`config.mk`:
```
export PLATFORM = sky130hd
export DESIGN_NAME = bus_split_serializer
export DESIGN_NICKNAME = d
export VERILOG_FILES = /design/src/rtl/bus_split_serializer.sv
export SDC_FILE = /design/constraint.sdc
export NUM_CORES = 1
export LEC_CHECK = 0
export ABC_AREA = 1
export BUFFER_PORTS_ARGS = -buffer_cell sky130_fd_sc_hd__buf_4
export CORE_MARGIN = 10
export CORE_UTILIZATION = 52
export DETAILED_ROUTE_END_ITERATION = 16
export PLACE_DENSITY = 0.85
export SYNTH_ARGS = -nofsm -noshare
export SYNTH_HDL_FRONTEND = slang
export SYNTH_SLANG_ARGS = --single-unit
```
`constraint.sdc`:
```
create_clock -name clk -period 2.75 [get_ports clk]
set_input_delay 0.55 -clock clk [delete_from_list [all_inputs] [get_ports clk]]
set_output_delay 0.55 -clock clk [all_outputs]
set_load 0.03 [all_outputs]
```
`src/rtl/bus_split_serializer.sv`:
```
// Wide-to-narrow stream serializer: accepts an IN_W-bit word and emits it as
// IN_W/OUT_W consecutive OUT_W-bit chunks on a valid/ready output stream.
module bus_split_serializer #(
    parameter  int IN_W      = 8,
    parameter  int OUT_W     = 4,
    parameter  bit LSB_FIRST = 1'b1,
    localparam int NCHUNK    = IN_W / OUT_W,
    localparam int IDX_W     = (NCHUNK > 1) ? $clog2(NCHUNK) : 1
) (
    input  logic             clk,
    input  logic             rst_n,
    input  logic [IN_W-1:0]  in_data,
    input  logic             in_valid,
    output logic             in_ready,
    input  logic             flush,
    output logic [OUT_W-1:0] out_data,
    output logic             out_valid,
    input  logic             out_ready,
    output logic             out_last,
    output logic [IDX_W-1:0] out_index,
    output logic             busy
);

    if (OUT_W < 1 || OUT_W > IN_W || (IN_W % OUT_W) != 0) begin : g_bad_params
        $error("bus_split_serializer: IN_W must be a positive multiple of OUT_W");
    end

    localparam logic [IDX_W-1:0] LAST_IDX = IDX_W'(NCHUNK - 1);

    typedef enum logic {
        IDLE,
        SEND
    } state_t;

    state_t           state, state_next;
    logic [IN_W-1:0]  word, word_next;
    logic [IDX_W-1:0] idx, idx_next;
    logic [OUT_W-1:0] data, data_next;
    logic             accept;

    function automatic logic [OUT_W-1:0] chunk_of(input logic [IN_W-1:0] w,
                                                  input logic [IDX_W-1:0] i);
        int              k;
        logic [IN_W-1:0] shifted;
        k       = LSB_FIRST ? int'(i) : (NCHUNK - 1 - int'(i));
        shifted = w >> (k * OUT_W);
        return shifted[OUT_W-1:0];
    endfunction

    always_ff @(posedge clk or negedge rst_n) begin
        if (!rst_n) begin
            state <= IDLE;
            word  <= '0;
            idx   <= '0;
            data  <= '0;
        end else begin
            state <= state_next;
            word  <= word_next;
            idx   <= idx_next;
            data  <= data_next;
        end
    end

    // The output chunk is registered alongside the index so out_data holds its
    // last value once the block drops back to IDLE.
    always_comb begin
        state_next = state;
        word_next  = word;
        idx_next   = idx;
        data_next  = data;
        out_valid  = (state == SEND);
        out_last   = out_valid && (idx == LAST_IDX);
        in_ready   = !flush && (!out_valid || (out_ready && out_last));
        accept     = in_valid && in_ready;

        if (flush) begin
            state_next = IDLE;
            idx_next   = '0;
        end else if (accept) begin
            state_next = SEND;
            word_next  = in_data;
            idx_next   = '0;
            data_next  = chunk_of(in_data, '0);
        end else if (out_valid && out_ready) begin
            if (out_last) begin
                state_next = IDLE;
                idx_next   = '0;
            end else begin
                idx_next  = idx + IDX_W'(1);
                data_next = chunk_of(word, idx + IDX_W'(1));
            end
        end
    end

    assign out_data  = data;
    assign out_index = idx;
    assign busy      = out_valid;

endmodule
```
==> flow_metrics.env, run 1 <==
export IMPL_status="finished, final reports clean"
export IMPL_clock_root_buffer="clkbuf_4"
export IMPL_die_w_um=56.94
export IMPL_grt_remaining_overflow=0
export IMPL_antenna_found_initial=0
export IMPL_die_height_um=56.94
export IMPL_io_pins=22
export IMPL_start_util_pct=54.52
export IMPL_first_pass_iters=4
export IMPL_finalWirelength_um=1578
export IMPL_vias_per_cell=5.050
export IMPL_met1_usage_pct=10.45
export IMPL_path_depth=3
export IMPL_fin_nets=119
export IMPL_seq_area_frac_synth_pct=49.38
export IMPL_required_ns=2.20
export IMPL_worstPathCellList="nand2_2 -> a21oi_1 -> buf_4"
export IMPL_ctsHoldBuffers=0
export IMPL_leakage_nw=0.5044
export IMPL_clk_latency_ns=0.29
export IMPL_worstRegToRegCells=7
export IMPL_syn_avg_cell_area_um2=8.547
export IMPL_synth_cell_types=17
export IMPL_tightest_slew_ns=0.3558
export IMPL_rsz0062_at_grt="no"
export IMPL_fillers=116
export IMPL_tritoncts="done"
export IMPL_final_min_clock_period_ns=1.899
export IMPL_r2r_end="out_data[0]"
export IMPL_drv_cap=0
export IMPL_syn_to_final_growth_pct=25.75
export IMPL_crit_path_max_incr_delay_ns=0.56
export IMPL_met2_usage_pct=18.14
export IMPL_dp_hpwl_um=1195
export IMPL_synth_nets=96
export IMPL_relSlewSlack_pct=76.28
export IMPL_finalMaxSlewViolations=0
export IMPL_critPathMaxFanout=12
export IMPL_wire_per_inst_um=13.15
export IMPL_num_vias=606
export IMPL_cp_arrival_ns=1.35
export IMPL_cts_htree_levels=1
export IMPL_fin_skew_ns=0.0003580
export IMPL_finalSetupViolations=0
export IMPL_grt_usage_pct=10.43
export IMPL_layout_drive_gt1_share_pct=34.29
export IMPL_met3_usage_pct=3.761
export IMPL_cp_start_kind="flip-flop"
export IMPL_io_buffers=21
export IMPL_place_congestion=0.7897
export IMPL_path_delay_family="flip-flops"
export IMPL_hold_violations=0
export IMPL_powerDensity_nw_per_um2=652.2
export IMPL_cp_end_kind="output pin"
export IMPL_yosysWarnings=0
export IMPL_cp_endpoint="in_ready"
export IMPL_cp_startpoint="out_index"
export IMPL_critPathBufInv=1
export IMPL_r2r_start="out_index"
export IMPL_numCtsBuffers=3
export IMPL_cts_resized=0
export IMPL_cpMaxStageDelayCell="dfrtp_1"
export IMPL_clk_path_buf_depth=2
export IMPL_place_area_um2=855.8
export IMPL_die_area_um2=3242
export IMPL_antenna_left=0
export IMPL_final_area_um2=892.1
export IMPL_postCtsSetupRepairBufs=0
export IMPL_timing_fmax_mhz=526.5
export IMPL_core_area_um2=1301
export IMPL_syn_inst=83
export IMPL_top_usage_layer="met2"
export IMPL_critical_path_class="reg -> out"
export IMPL_clkTransAtPathRegs_ns=0.09
export IMPL_fin_tns_setup_ns=0
export IMPL_first_global_vias=623
export IMPL_period_share_pct=69.07
export IMPL_hold_class="in -> async"
export IMPL_first_iter_violations=13
export IMPL_ir_drop_uv=512.4
export IMPL_drc=0
export IMPL_ys_ff_latch=14
export IMPL_reg2reg_slack_ns=1.27
export IMPL_grt_max_degree=19
export IMPL_std_cell_rows=13
export IMPL_synthesis_area_um2=709.4
export IMPL_diodes=0
export IMPL_clock_sinks=14
export IMPL_grt_pass1_wl_um=2780
-- placed cells by master, fill, tap and decap left out --
cell,netlist,layout
clkbuf_4,0,3
nand3_4,1,1
o21ai_0,4,4
a21oi_2,4,4
nor2_1,4,4
nand2_1,31,31
buf_4,2,21
nand4_1,4,4
nand3_2,1,1
inv_1,8,8
clkbuf_8,0,1
nand3_1,2,2
inv_2,1,1
nand2_4,1,1
nand2_2,2,2
nand4_2,1,1
dfrtp_1,14,14
a21oi_1,2,2
-- cells by family (layout without fill, tap and decap cells) --
kind of cell           Yosys count  count (layout)  share of synthesized area [%]
and+or+nand+nor                 47              47                          32.45
DFF                             14              14                          49.38
buffers and inverters           12              34                          8.993
AOI/OAI and AO/OA               10              10                          9.171
-- Yosys cell counts (all sizes together) --
cell type / n / share of area [%]
a21oi: 6 / 6.3
nand2: 34 / 20
dfrtp: 14 / 49
nand4: 5 / 5.3
o21ai: 4 / 2.8
nand3: 4 / 5.3
inv: 9 / 4.8
buf: 3 / 4.2
nor2: 4 / 2.1
-- layout make-up --
| class | instances | area, um2 | share of cell area (%) |
|---|---|---|---|
| Clock buffer | 4 | 36.28 | 4.067 |
| Timing Repair Buffer | 21 | 157.7 | 17.67 |
| Tap cell | 15 | 18.77 | 2.104 |
| Multi-Input combinational cell | 57 | 295.3 | 33.10 |
| Sequential cell | 14 | 350.3 | 39.27 |
| Inverter | 9 | 33.78 | 3.787 |
-- sequential cells by signal, summed over array words and instances, names as in the netlist --
signal and count:
out_index 1, out_data 4, busy 1, word 8
-- how the worst min path moves through the flow --
stage          start          end  slack, ns  depth (start not counted)
6_report       rst_n  out_data[2]       0.09                          1
5_1_grt        rst_n  out_data[2]       0.09                          1
4_1_cts        rst_n      word[4]       0.09                          1
3_5_place_dp   rst_n      word[4]       0.41                          1
3_3_place_gp   rst_n      word[4]       0.41                          1
2_1_floorplan  rst_n         busy       0.25                          0
-- layer usage --
metal  up-vias  part of all wire, %  wire, um
met2        16                   50       794
met5         -                    0         0
met3         5                  6.7       105
met1       279                   41       642
met4         0                  2.2        35
li1        306                    -         -
-- report_power, final --
| group | leakage, nW | internal (mW) | switching, mW |
|---|---|---|---|
| Combinational | 0.316 | 0.0640 | 0.101 |
| Sequential | 0.168 | 0.241 | 0.0214 |
| Clock | 0.0210 | 0.0808 | 0.0732 |
| Total | 0.504 | 0.386 | 0.196 |
-- per-stage QoR --
stage	total power, mW	setup WS, ns	util [%]	instances	hold WS [ns]
6_report	0.5818	0.8506	68.56	120	0.08645
3_3_place_gp	0.4264	1.109	65.77	116	0.4080
3_5_place_dp	0.4322	1.112	65.77	116	0.4060
2_1_floorplan	0.3707	1.022	-	83	0.2544
5_1_grt	0.6150	0.7605	68.56	120	0.08648
4_1_cts	0.5833	0.8595	68.56	120	0.09170
Note: power is estimated with default switching activity, not from simulation.
==> inputs of run 2 (changes only) <==
==> config.mk (replaced) <==
export PLATFORM = sky130hd
export DESIGN_NAME = bus_split_serializer
export DESIGN_NICKNAME = d
export VERILOG_FILES = /design/src/rtl/bus_split_serializer.sv
export SDC_FILE = /design/constraint.sdc
export NUM_CORES = 1
export LEC_CHECK = 0
export ABC_AREA = 0
export BUFFER_PORTS_ARGS = -buffer_cell sky130_fd_sc_hd__buf_4
export CORE_AREA = 10 10 47 49
export DETAILED_ROUTE_END_ITERATION = 16
export DIE_AREA = 0 0 57 59
export PLACE_DENSITY = 0.7
export SYNTH_ARGS = -nofsm -noshare
export SYNTH_HDL_FRONTEND = slang
export SYNTH_SLANG_ARGS = --single-unit
==> constraint.sdc (replaced) <==
create_clock -name clk -period 1.9 [get_ports clk]
set_input_delay 0.38 -clock clk [delete_from_list [all_inputs] [get_ports clk]]
set_output_delay 0.38 -clock clk [all_outputs]
set_load 0.03 [all_outputs]
==> run 2 against run 1 <==
  * Synthesized area fell by 29%
  * First-iteration DRC count fell by 100%
  * Synthesized cell count fell by 55%
  * Highest routed layer unchanged
  * Total power rose by 6.8%
  * Die area rose by 3.7%
  * Critical endpoint is now out_data[0]
  * Largest power group unchanged
  * Sequential power rose by 5%
==> flow_metrics.env, run 2 <==
export IMPL_status="finished, final reports clean"
export IMPL_leakage_nw=0.3213
export IMPL_hold_violations=0
export IMPL_wire_per_inst_um=14.11
export IMPL_layout_commonest_cell="buf_4"
export IMPL_fin_skew_ns=0.0005660
export IMPL_syn_inst=37
export IMPL_yosys_area_share_adder_pct=0
export IMPL_drv_cap=0
export IMPL_clock_root_buffer="clkbuf_4"
export IMPL_syn_to_final_growth_pct=37.78
export IMPL_first_iter_violations=0
export IMPL_numCtsBuffers=3
export IMPL_power_mw=0.6212
export IMPL_clk_path_buf_depth=2
export IMPL_core_area_um2=1401
export IMPL_ir_drop_uv=328.4
export IMPL_critical_path_class="reg -> reg"
export IMPL_synthesis_area_um2=506.7
export IMPL_synthTopCellsByArea="dfrtp_1 (49%), mux2_2 (22%), nand4bb_4 (5.4%), a21boi_4 (3.7%), buf_6 (2.2%)"
export IMPL_fin_tns_setup_ns=0
export IMPL_grt_pass1_wl_um=1718
export IMPL_tritoncts="done"
export IMPL_period_share_pct=85.44
export IMPL_io_pins=22
export IMPL_final_cells=76
export IMPL_die_height_um=59
export IMPL_finalSetupViolations=0
export IMPL_timing_fmax_mhz=616.0
export IMPL_ys_ff_latch=10
export IMPL_tightest_slew_ns=0.5818
export IMPL_yosysWarnings=0
export IMPL_finalWirelength_um=1072
export IMPL_critPathMaxFanout=8
export IMPL_fillers=134
export IMPL_layout_drive_gt1_share_pct=63.33
export IMPL_place_congestion=0.6733
export IMPL_num_vias=362
export IMPL_clkTransAtPathRegs_ns=0.06
export IMPL_synthMuxAreaShare_pct=22.22
export IMPL_synth_top_family_by_area="multiplexers"
export IMPL_die_area_um2=3363
export IMPL_synth_commonest_cells="dfrtp_1 (10), mux2_2 (10), nor2_1 (3)"
export IMPL_vias_per_cell=4.763
export IMPL_cp_end_kind="flip-flop"
export IMPL_final_cell_mix="buf_4 (21), mux2_2 (10), dfrtp_1 (10), nor2_1 (3), clkbuf_4 (3)"
export IMPL_dp_cells=72
export IMPL_finalMaxSlewViolations=0
export IMPL_synth_cell_types=17
export IMPL_synthSimpleGateAreaFrac_pct=13.83
export IMPL_cpMaxStageDelayCell="dfrtp_1"
export IMPL_hold_class="in -> reg"
export IMPL_synth_xor_area_share_pct=0
export IMPL_relSlewSlack_pct=61.00
export IMPL_std_cell_rows=14
export IMPL_cts_htree_levels=1
export IMPL_required_ns=2.04
export IMPL_syn_avg_cell_area_um2=13.70
export IMPL_start_util_pct=36.16
export IMPL_cp_start_kind="flip-flop"
export IMPL_synth_edf_count=0
export IMPL_clock_sinks=10
export IMPL_synth_nets=50
export IMPL_crit_path_max_incr_delay_ns=0.46
export IMPL_dominantRegCellSynth="dfrtp_1"
export IMPL_synth_top_area_cell="dfrtp_1"
export IMPL_fin_nets=75
export IMPL_clk_latency_ns=0.26
export IMPL_worstPathCellList="a21boi_4 -> nor3_2 -> mux2_2"
export IMPL_grt_remaining_overflow=0
export IMPL_first_pass_iters=1
export IMPL_synth_compound_area_share_pct=10.12
export IMPL_multi_input_area_um2=234.0
export IMPL_diodes=0
export IMPL_drc=0
export IMPL_grt_usage_pct=6.367
export IMPL_register_area_um2=250.2
export IMPL_final_min_clock_period_ns=1.623
export IMPL_seq_area_frac_synth_pct=49.38
export IMPL_first_global_vias=432
export IMPL_io_buffers=21
export IMPL_ctsHoldBuffers=1
export IMPL_powerDensity_nw_per_um2=889.7
export IMPL_synth_async_sr_flop_share_pct=100.0
export IMPL_die_w_um=57
export IMPL_rsz0062_at_grt="no"
export IMPL_postCtsSetupRepairBufs=0
export IMPL_antenna_found_initial=0
export IMPL_antenna_left=0
export IMPL_fin_util_pct=49.82
export IMPL_cp_arrival_ns=1.77
export IMPL_yosysTopAreaCellShare_pct=49.38
export IMPL_dp_hpwl_um=865.4
export IMPL_grt_max_degree=11
export IMPL_cts_resized=0
[run 2: path summary, 6_finish.rpt]
kind	to	slack, ns	depth (start not counted)	from
worst min-delay path	busy	0.33	2	flush
worst min register to register	word[5]	0.50	1	word[5]
worst max register to register	out_data[0]	0.28	3	busy
worst max-delay path	out_data[0]	0.28	3	busy
min in group asynchronous	word[6]	0.49	2	rst_n
max in group asynchronous	word[4]	1.27	2	rst_n
[run 2: power by group]
group	total, mW	switching [mW]	internal, mW
Clock	0.138	0.0656	0.0729
Combinational	0.206	0.101	0.105
Sequential	0.277	0.0238	0.253
[run 2: final cells by class]
class	count	area share (%)
multi-input combinational	24	33.51
inverter	1	0.5376
timing repair buffer	22	24.01
clock buffer	3	3.226
sequential	10	35.84
tap	16	2.867
[run 2: logic make-up (layout without fill, tap and decap cells)]
kind of cell | count (synthesis) | count (layout)
flops | 10 | 10
mux | 10 | 10
buf+inv | 3 | 26
simple gates | 9 | 9
compound gates | 5 | 5
[run 2: stage by stage]
| step | cell area, um2 | setup slack [ns] | hold WS (ns) |
|---|---|---|---|
| final | 698.2 | 0.2766 | 0.3313 |
| after global routing | 698.2 | 0.1640 | 0.3257 |
| after CTS | 698.2 | 0.2418 | 0.3223 |
| after detailed placement | 665.6 | 0.2574 | 0.2172 |
| after global placement | 665.6 | 0.2910 | 0.2160 |
| after floorplan | 506.7 | 0.3387 | 0.08441 |
[run 2: per-layer routing]
layer	up-vias	GRT usage [%]	wire, um
met2	20	10.08	504
li1	181	-	-
met4	0	5.034	4
met1	159	6.212	460
met3	2	3.219	102
met5	-	0	0
[run 2: worst max-delay path: cells and delay by family (launching register included)]
kind,cells,cell delay [ns]
DFF,1,0.46
and+or+nand+nor,1,0.46
muxes,1,0.40
AOI/OAI and AO/OA,1,0.19
